<file path="src/rtl/dice_roller_bcd.sv">
// -----------------------------------------------------------------------------
// dice_roller_bcd
//   Electronic dice. Holding a die-select button spins a BCD counter that
//   counts down from the die's side count and wraps. Releasing the button
//   freezes the counter, which becomes the roll result. Each roll either
//   replaces or is added to a saturating BCD running total, and a saturating
//   binary roll counter is kept alongside it.
//
// Parameters
//   DIGITS      : number of BCD digits in sum (3..8)
//   SYNC_STAGES : synchroniser depth applied to btn (1..3)
//
// Ports
//   clk       : clock, all state updates on the rising edge
//   rst       : synchronous active-high reset
//   btn[6:0]  : asynchronous die select, bit0..6 = d4,d6,d8,d10,d12,d20,d100
//   accum_en  : 1 = add each roll to sum, 0 = each roll replaces sum
//   clr_sum   : synchronous clear of sum and roll_cnt
//   result    : last roll as two BCD digits {tens,ones}; 100 reads as 8'h00
//   sum       : BCD running total, saturates at all nines
//   roll_cnt  : binary count of completed rolls, saturates at 255
//   roll_done : one-cycle pulse in the cycle result/sum show a new roll
//   spinning  : high while a roll is in progress
// -----------------------------------------------------------------------------
module dice_roller_bcd #(
  parameter int DIGITS      = 4,
  parameter int SYNC_STAGES = 2
) (
  input  logic                  clk,
  input  logic                  rst,
  input  logic [6:0]            btn,
  input  logic                  accum_en,
  input  logic                  clr_sum,
  output logic [7:0]            result,
  output logic [4*DIGITS-1:0]   sum,
  output logic [7:0]            roll_cnt,
  output logic                  roll_done,
  output logic                  spinning
);

  localparam int SW = 4 * DIGITS;
  localparam logic [SW-1:0] SUM_MAX = {DIGITS{4'h9}};

  typedef enum logic [1:0] {IDLE, SPIN, DONE} state_t;

  // Side count of each die in BCD; the d100 reads 8'h00 in two digits.
  function automatic logic [7:0] sides_bcd(input logic [2:0] s);
    case (s)
      3'd0:    return 8'h04;
      3'd1:    return 8'h06;
      3'd2:    return 8'h08;
      3'd3:    return 8'h10;
      3'd4:    return 8'h12;
      3'd5:    return 8'h20;
      default: return 8'h00;
    endcase
  endfunction

  // Two-digit BCD decrement; 00 (the d100 "100") steps down to 99.
  function automatic logic [7:0] bcd_dec(input logic [7:0] v);
    logic [3:0] tens;
    if (v[3:0] != 4'h0) return {v[7:4], v[3:0] - 4'd1};
    tens = (v[7:4] == 4'h0) ? 4'h9 : v[7:4] - 4'd1;
    return {tens, 4'h9};
  endfunction

  // ---------------------------------------------------------------------------
  // Button synchroniser
  // ---------------------------------------------------------------------------
  logic [6:0] sync_q [SYNC_STAGES];
  logic [6:0] btn_s;

  always_ff @(posedge clk) begin
    // NOTE: sequential state uses non-blocking assignments only, so every flop
    // samples pre-edge values and the chain shifts by exactly one stage.
    if (rst) begin
      for (int i = 0; i < SYNC_STAGES; i++) sync_q[i] <= '0;
    end else begin
      sync_q[0] <= btn;
      for (int i = 1; i < SYNC_STAGES; i++) sync_q[i] <= sync_q[i-1];
    end
  end

  assign btn_s = sync_q[SYNC_STAGES-1];

  // ---------------------------------------------------------------------------
  // State and datapath registers
  // ---------------------------------------------------------------------------
  state_t        state, state_d;
  logic [2:0]    sel, sel_d;
  logic [7:0]    cnt, cnt_d;
  logic [7:0]    result_d;
  logic [SW-1:0] sum_d;
  logic [7:0]    roll_cnt_d;
  logic          roll_done_d;
  logic          spinning_d;

  always_ff @(posedge clk) begin
    if (rst) begin
      state     <= IDLE;
      sel       <= 3'd0;
      cnt       <= 8'h01;
      result    <= 8'h01;
      sum       <= '0;
      roll_cnt  <= 8'd0;
      roll_done <= 1'b0;
      spinning  <= 1'b0;
    end else begin
      state     <= state_d;
      sel       <= sel_d;
      cnt       <= cnt_d;
      result    <= result_d;
      sum       <= sum_d;
      roll_cnt  <= roll_cnt_d;
      roll_done <= roll_done_d;
      spinning  <= spinning_d;
    end
  end

  // A roll completes on the edge where the selected button reads released.
  logic roll_fire;
  assign roll_fire = (state == SPIN) && !btn_s[sel];

  // ---------------------------------------------------------------------------
  // Next-state logic
  // ---------------------------------------------------------------------------
  always_comb begin
    // NOTE: a default before any branching keeps this block free of latches.
    state_d = state;
    case (state)
      IDLE:    if (btn_s != 7'd0) state_d = SPIN;
      SPIN:    if (roll_fire)     state_d = DONE;
      DONE:    state_d = IDLE;
      default: state_d = IDLE;
    endcase
  end

  // ---------------------------------------------------------------------------
  // Output / datapath next values
  // ---------------------------------------------------------------------------
  logic [2:0]    sel_lo;
  logic [SW-1:0] value_bcd;
  logic [SW-1:0] sum_base;
  logic [SW-1:0] add_res;
  logic [4:0]    dsum;
  logic          carry;
  logic [7:0]    cnt_base;

  always_comb begin
    // Lowest set button wins when several are pressed together.
    sel_lo = 3'd0;
    for (int i = 6; i >= 0; i--) begin
      if (btn_s[i]) sel_lo = 3'(i);
    end

    // Roll value widened to the sum width; 8'h00 stands for 100.
    value_bcd = '0;
    value_bcd[11:0] = (cnt == 8'h00) ? 12'h100 : {4'h0, cnt};

    // Clear acts first so a coincident roll lands on a zero total.
    sum_base = clr_sum ? '0 : sum;
    cnt_base = clr_sum ? 8'd0 : roll_cnt;

    // Digit-serial BCD add with decimal adjust.
    carry   = 1'b0;
    dsum    = 5'd0;
    add_res = '0;
    for (int i = 0; i < DIGITS; i++) begin
      dsum = {1'b0, sum_base[4*i +: 4]} + {1'b0, value_bcd[4*i +: 4]} + {4'd0, carry};
      if (dsum > 5'd9) begin
        dsum  = dsum + 5'd6;
        carry = 1'b1;
      end else begin
        carry = 1'b0;
      end
      add_res[4*i +: 4] = dsum[3:0];
    end

    sel_d       = sel;
    cnt_d       = cnt;
    result_d    = result;
    sum_d       = sum_base;
    roll_cnt_d  = cnt_base;
    roll_done_d = 1'b0;

    case (state)
      IDLE: begin
        if (btn_s != 7'd0) begin
          sel_d = sel_lo;
          cnt_d = sides_bcd(sel_lo);
        end
      end
      SPIN: begin
        if (btn_s[sel]) begin
          cnt_d = (cnt == 8'h01) ? sides_bcd(sel) : bcd_dec(cnt);
        end else begin
          result_d    = cnt;
          roll_done_d = 1'b1;
          sum_d       = !accum_en ? value_bcd : (carry ? SUM_MAX : add_res);
          roll_cnt_d  = (cnt_base == 8'd255) ? 8'd255 : cnt_base + 8'd1;
        end
      end
      default: ;
    endcase

    spinning_d = (state_d == SPIN);
  end

endmodule
</file>
<file path="config.mk">
export PLATFORM = sky130hd
export DESIGN_NAME = dice_roller_bcd
export DESIGN_NICKNAME = d
export VERILOG_FILES = /design/src/rtl/dice_roller_bcd.sv
export SDC_FILE = /design/constraint.sdc
export NUM_CORES = 1
export LEC_CHECK = 0
export CAP_MARGIN = 20
export CORE_MARGIN = 8
export CORE_UTILIZATION = 50
export DETAILED_ROUTE_END_ITERATION = 6
export DONT_BUFFER_PORTS = 1
export PLACE_DENSITY = 0.73
export SKIP_CTS_REPAIR_TIMING = 1
export SLEW_MARGIN = 10
export SYNTH_ARGS = -nofsm -noshare
export SYNTH_HDL_FRONTEND = slang
export SYNTH_SLANG_ARGS = --single-unit
</file>
<file path="constraint.sdc">
create_clock -name clk -period 6.35 [get_ports clk]
set_input_delay 0.3175 -clock clk [delete_from_list [all_inputs] [get_ports clk]]
set_output_delay 0.3175 -clock clk [all_outputs]
set_load 0.05 [all_outputs]
</file>
Yosys cells after proc, flatten, opt, wreduce, memory -nomap -nowiden
Memory sizes are Yosys's and may differ from the RTL's.
Cells that the tools add are included.
W data, S select, Z words.
Storage, ports and cells
  register bits: 47
  memory bits (writable): 14
  input port bits: 11
  output and inout port bits: 34
  memories: 1
Cells by class
  add/sub/neg operators: 13
  magnitude comparators: 5
  eq/ne operators: 17
  mux-type cells: 48
  bitwise operators: 4
  reductions and logical operators: 15
Memory list
  sync_q: depth 2, bits a word 7, read ports 2, clocked after Yosys merged registers in 0, wr ports 2, RTL line 70  | logic [6:0] sync_q [SYNC_STAGES];
Operator list (count)
  $mux W16: 5
  $pmux W6 S6: 2
  $mux W8: 8
  $mux W4: 6
  $mux W3: 7
  $gt A5 B4 Y1 const B: 4
  $add A4 B3 Y4 const B: 4
  $pmux W8 S2: 1
  $mux W7: 2
  $eq A3 B2 Y1 const B: 4
  $eq A3 B3 Y1 const B: 4
  $mux W1: 12
  $add A4 B1 Y5: 2
  $add A4 B4 Y5: 2
  $add A5 B1 Y5: 2
  $mux W9: 1
  $add A8 B1 Y8 const B: 1
  $eq A8 B1 Y1 const B: 1
  $eq A8 B8 Y1 const B: 1
  $logic_not A8 Y1: 1
  $sub A4 B1 Y4 const B: 2
  $reduce_bool A7 Y1: 1
  $eq A3 B1 Y1 const B: 2
  $logic_not A3 Y1: 2
  other kinds (20): 25

Depth between registers and ports, before layout
  depth in word-level cells: 18
  depth in mapped cells: 31
  gate-level depth less buffers: 29

Worst setup path after synthesis
No wires, ideal clock.
  path type: flip-flop to flip-flop
  start: register sum[0]
  end: register sum[7]
  data arrival time: 5.925 ns
  data required time: 6.216 ns
  setup slack: 0.291 ns
  cell stages (with the launch flop): 29
  buffers on the path: 1
  period minus slack after synthesis: 6.059 ns
  cell sequence: dfxtp_1 -> nor2b_1 -> ha_1 -> inv_1 -> fa_1 -> xor2_1 -> nand2_1 -> a21oi_1 -> fa_1 -> inv_1 -> fa_1 -> xnor2_1 -> and2_1 -> o21a_1 -> fa_1 -> inv_1 -> ha_1 -> clkbuf_1 -> nand2b_1 -> a21oi_1 -> nor3_1 -> ha_1 -> ha_1 -> nand2b_1 -> mux2_2 -> o21ai_1 -> nand3_1 -> a211oi_1 -> nor4_1
Between the ends
  longest elaborated chain between the ends: 17
RTL lines
  start, declared: RTL line 35  | output logic [4*DIGITS-1:0] sum,
  start signal, assigned: RTL line 113  | sum <= sum_d;
  $mux W16 (*): RTL line 161  | sum_base = clr_sum ? '0 : sum;
  $add A4 B4 Y5 (*): RTL line 169  | dsum = {1'b0, sum_base[4*i +: 4]} + {1'b0, value_bcd[4*i +: 4]} + {4'd0, carry};
  $gt A5 B4 Y1 (*): RTL line 170  | if (dsum > 5'd9) begin
  $mux W1 (*): RTL line 170
  $add A5 B1 Y5 (*): RTL line 169
  $gt A5 B4 Y1: RTL line 170
  $mux W1: RTL line 170
  $add A5 B1 Y5: RTL line 169
  $gt A5 B4 Y1: RTL line 170
  $mux W1: RTL line 170
  $add A4 B1 Y5: RTL line 169
  $gt A5 B4 Y1: RTL line 170
  $mux W1: RTL line 170
  $mux W16 (*) (2 in a row): RTL line 199  | sum_d = !accum_en ? value_bcd : (carry ? SUM_MAX : add_res);
  $mux W16 (*): RTL line 194  | if (btn_s[sel]) begin
  $mux W16 (*): RTL line 186  | case (state)
Every way passes the cells marked *; elsewhere a longest branch is shown, timed or not.
A chain may end at the register's enable or synchronous reset.

Worst setup path in the final report
  start: register cnt[5]
  end: register sum[8]
Between the ends
  longest elaborated chain between the ends: 18
RTL lines
  start, declared: RTL line 91  | logic [7:0] cnt, cnt_d;
  start signal, assigned: RTL line 111  | cnt <= cnt_d;
  $logic_not A8 Y1: RTL line 158  | value_bcd[11:0] = (cnt == 8'h00) ? 12'h100 : {4'h0, cnt};
  $mux W9 (*): RTL line 158
  $add A4 B4 Y5: RTL line 169
  $gt A5 B4 Y1: RTL line 170
  $mux W1: RTL line 170
  $add A5 B1 Y5: RTL line 169
  $gt A5 B4 Y1: RTL line 170
  $mux W1: RTL line 170
  (+2 left out)
  $mux W1: RTL line 170
  $add A4 B1 Y5: RTL line 169
  $gt A5 B4 Y1: RTL line 170
  $mux W1: RTL line 170
  $mux W16: RTL line 199
  $mux W16 (*): RTL line 199
  $mux W16 (*): RTL line 194
  $mux W16 (*): RTL line 186
Marks and branches as above.

==> metrics.md <==
| Metric | Value |
|---|---|
| Run status | complete, no violations |
| CP peak stage delay | about 0.48 ns |
| Worst r2r src | cnt[5] |
| Layout cell share with drive strength beyond 1 | about 12% |
| Synth Cell Area | 0.003716 mm^2 |
| Max cap viols | 0 |
| Endpoints failing setup | 0 |
| Syn_area_per_cell | just over 8 um^2 |
| Synth area leader | dfxtp_1 |
| Worst-Skew Late Latency | about 0.34 ns |
| Hpwl dp | between 6000 and 7000 um |
| Detailed Routing Iterations Pass 1 | 5 |
| Share of the synthesized area in the top cell type | 32.86% |
| Sinks on Clock Net | 61 |
| Routed Antenna Nets | 0 |
| EDFF count, synth | 0 |
| Post-synth net total | around 490 |
| Met1 WL | about 4000 um |
| Number of warnings issued by yosys | 0 |
| DRT iter0 DRCs | approximately 130 |
| Root buf cell | clkbuf_8 |
| Hold EP | sum[15] |
| IO Pins | 45 |
| Asr flop ratio synth | 0% |
| Type of the tightest min-delay check | primary input to register |
| Commonest non-fill, non-tap cells in the layout | dfxtp_1 (61), nand2_1 (44), nor2b_1 (34), a21oi_1 (34), nor2_1 (34) |
| Crit share post-route | 91.90% |
| Commonest non-fill, non-tap cell in the layout | dfxtp_1 |
| Gp weighted congestion | slightly above 0.9 |
| Final Hold Vio Count | 0 |
| Initial antenna violation count | 0 |
| Buffers from clock root to sink, at most | 2 |
| Met3 wire len | between 600 and 700 um |
| Hold-critical path depth | 1 |
| Crit path DAT | roughly 6 ns |
| Chip width | about 100 um |
| Vias post-DR | approximately 3300 |
| Syn Inst Count | 462 |
| Antenna Cells | 0 |
| First-pass GRT wire length | 15490 um |
| Starting Density | 51.51% |
| Pin count of the biggest net entering global routing | 57 |
| Non-Filler Instances | between 500 and 600 |
| Clock slew at reported path FFs | ~0.07 ns |
| Core Box Area | ~0.007 mm^2 |
| Met2 Wirelength | between 4000 and 5000 um |
| Final worst setup slack | between 0.5 and 0.6 ns |
| GRT Total Usage | a little under a fifth |
| Critical Path RT | 6.62 ns |
| Slew Limit Fails | 0 |
| Total Power | 1130 uW |
| DR vias/cell | about 5.9 |
| Die Area | between 0.01 and 0.015 mm^2 |
| Max_slew headroom | about 44% |
| Max Fclk | between 150 and 200 MHz |
| Least-Margin Pin Slew | just over 0.8 ns |
| Core Util, Final | 56.07% |
| Startpoint Class | register |
| Worst hold slack | roughly 0.037 ns |
| DRC viols | 0 |
| Netlist cell types | between 60 and 70 |
| Leakage | roughly 0.0015 uW |
| Worst path slowest cell | fa_1 |
| Routed len/inst | around 16 um |
| Buffers & Inverters on Critical Path | 3 |
| Ys flop type | dfxtp_1 |
| Reg2reg path depth | 26 |
| Top Metal Used | met4 |
| Vias in the first global route | between 3000 and 4000 |
| CP top delay family | simple AND/OR/NAND/NOR gates |
| R2R Setup Slk | roughly 0.51 ns |
| TritonCTS Buffers | 9 |
| Die H | a little over 100 um |
| Worst slack at placement | ~0.20 ns |
| CP max FO | 7 |
| Power per cell area | 279.3 mW/mm^2 |
| CTS tree | yes |
| Htree depth | 3 |
| Tmin final | approximately 5.8 ns |
| Seq/Total Area, Yosys | between 30% and 40% |
| CP Capture Type | register |
| Routed wire length | approximately 9200 um |
| Clock Skew | between 0.01 and 0.015 ns |
| Synthesized flop and latch total | 61 |
| Area grow syn2layout | 8.855% |
| FP Rows | 31 |
| Nets | a little under 500 |
| Dpl cells | 541 |
| Port Buffers | 0 |
| Maximum VDD drop | between 0.15 and 0.2 mV |
| Largest cells by area after synthesis | dfxtp_1 (33%), nor2b_1 (6.1%), ha_1 (5.4%) |
| Critical path type | register to register |
| Reg2reg end | sum[8] |
| GR Overflow Total | 0 |
| Min-delay src | rst |
stage by stage:
stage           TNS [ns]  instance area [um^2]
2_1_floorplan          0                  3716
3_3_place_gp           0                  3765
5_1_grt        -0.002604                  4045
6_report               0                  4045
4_1_cts                0                  3990
3_5_place_dp           0                  3765
logic make-up (layout without fill, tap and decap cells):
logic type      count (synthesis)  count (layout)  share of synthesized area, %
simple gates                  195             195                         27.68
compound gates                115             115                         20.61
flops                          61              61                         32.86
buf+inv                        53              50                         6.767
fa+ha+maj                      20              20                         7.542
xor+xnor                       10              10                         2.357
mux                             8               8                         2.189
where the power goes:
group	leakage (uW)	switching, uW	internal [uW]
sequential	0.000498	58.5	409
clock	0.000116	155	241
combinational	0.000933	162	104
total	0.00155	375	754
layout make-up:
type	count	area [um^2]
fillers	663	3169
multi-input cells	348	2291
flip-flops and latches	61	1221
clock buffers	12	155.1
well taps	99	123.9
repair buffers	15	112.6
inverters	19	71.32
clock inverters	4	70.07
sequential cells by signal, indices dropped and copies added (netlist names):
signal / cells
sync_q: 14
sum: 16
result: 8
sel: 3
spinning: 1
roll_done: 1
roll_cnt: 8
cnt: 8
state: 2
cell usage after synthesis, types with 3 or more instances:
cell type / count
fa_1: 4
buf_6: 3
a221oi_1: 3
nand2_1: 44
and3_1: 7
buf_4: 4
buf_2: 7
a211oi_1: 12
nor3_1: 17
a21o_1: 5
a31oi_1: 6
nor2b_1: 36
a21oi_1: 34
inv_1: 18
nor4_1: 5
o21ai_0: 19
or3_1: 4
ha_1: 16
o31ai_1: 4
xnor2_1: 5
xor2_1: 5
nand2b_1: 5
mux2i_1: 7
and2_1: 4
nand4_1: 6
nor2_1: 34
o211ai_1: 4
nand3_1: 17
dfxtp_1: 61
clkbuf_1: 19
o21ai_1: 3
metal layers:
metal / GRT usage [%] / up-vias
li1: - / 1619
met1: 22.60 / 1543
met2: 29.99 / 98
met3: 6.063 / 13
met4: 7.336 / 0
met5: 0 / -
worst max-delay path by stage:
stage	slack, ns	to	from	cells after the start
after floorplan	0.29	sum[7]	sum[0]	28
after global placement	0.46	sum[2]	sum[0]	26
after detailed placement	0.20	sum[7]	sum[0]	26
after CTS	0.16	sum[7]	sum[0]	26
after global routing	-0.003	sum[8]	sum[0]	28
final	0.51	sum[8]	cnt[5]	26
worst register-to-register path: stages (launching register included):
cell and delay [ns]:
dfxtp_1 0.31, inv_1 0.10, ha_1 0.16, or3b_1 0.47
or3_4 0.45, nand2_1 0.13, fa_1 0.19, inv_1 0.06
fa_1 0.39, xnor2_1 0.18, and2_1 0.21, o21a_1 0.25
fa_1 0.48, inv_1 0.08, ha_1 0.22, nor2_1 0.06
nor2_1 0.08, o21ai_0 0.08, nor3_1 0.17, ha_1 0.22
ha_2 0.23, nor2b_1 0.07, a211oi_2 0.32, o21ai_4 0.15
and2_2 0.28, a221o_1 0.30, a21oi_1 0.13
Note: power is estimated with default switching activity, not from simulation.
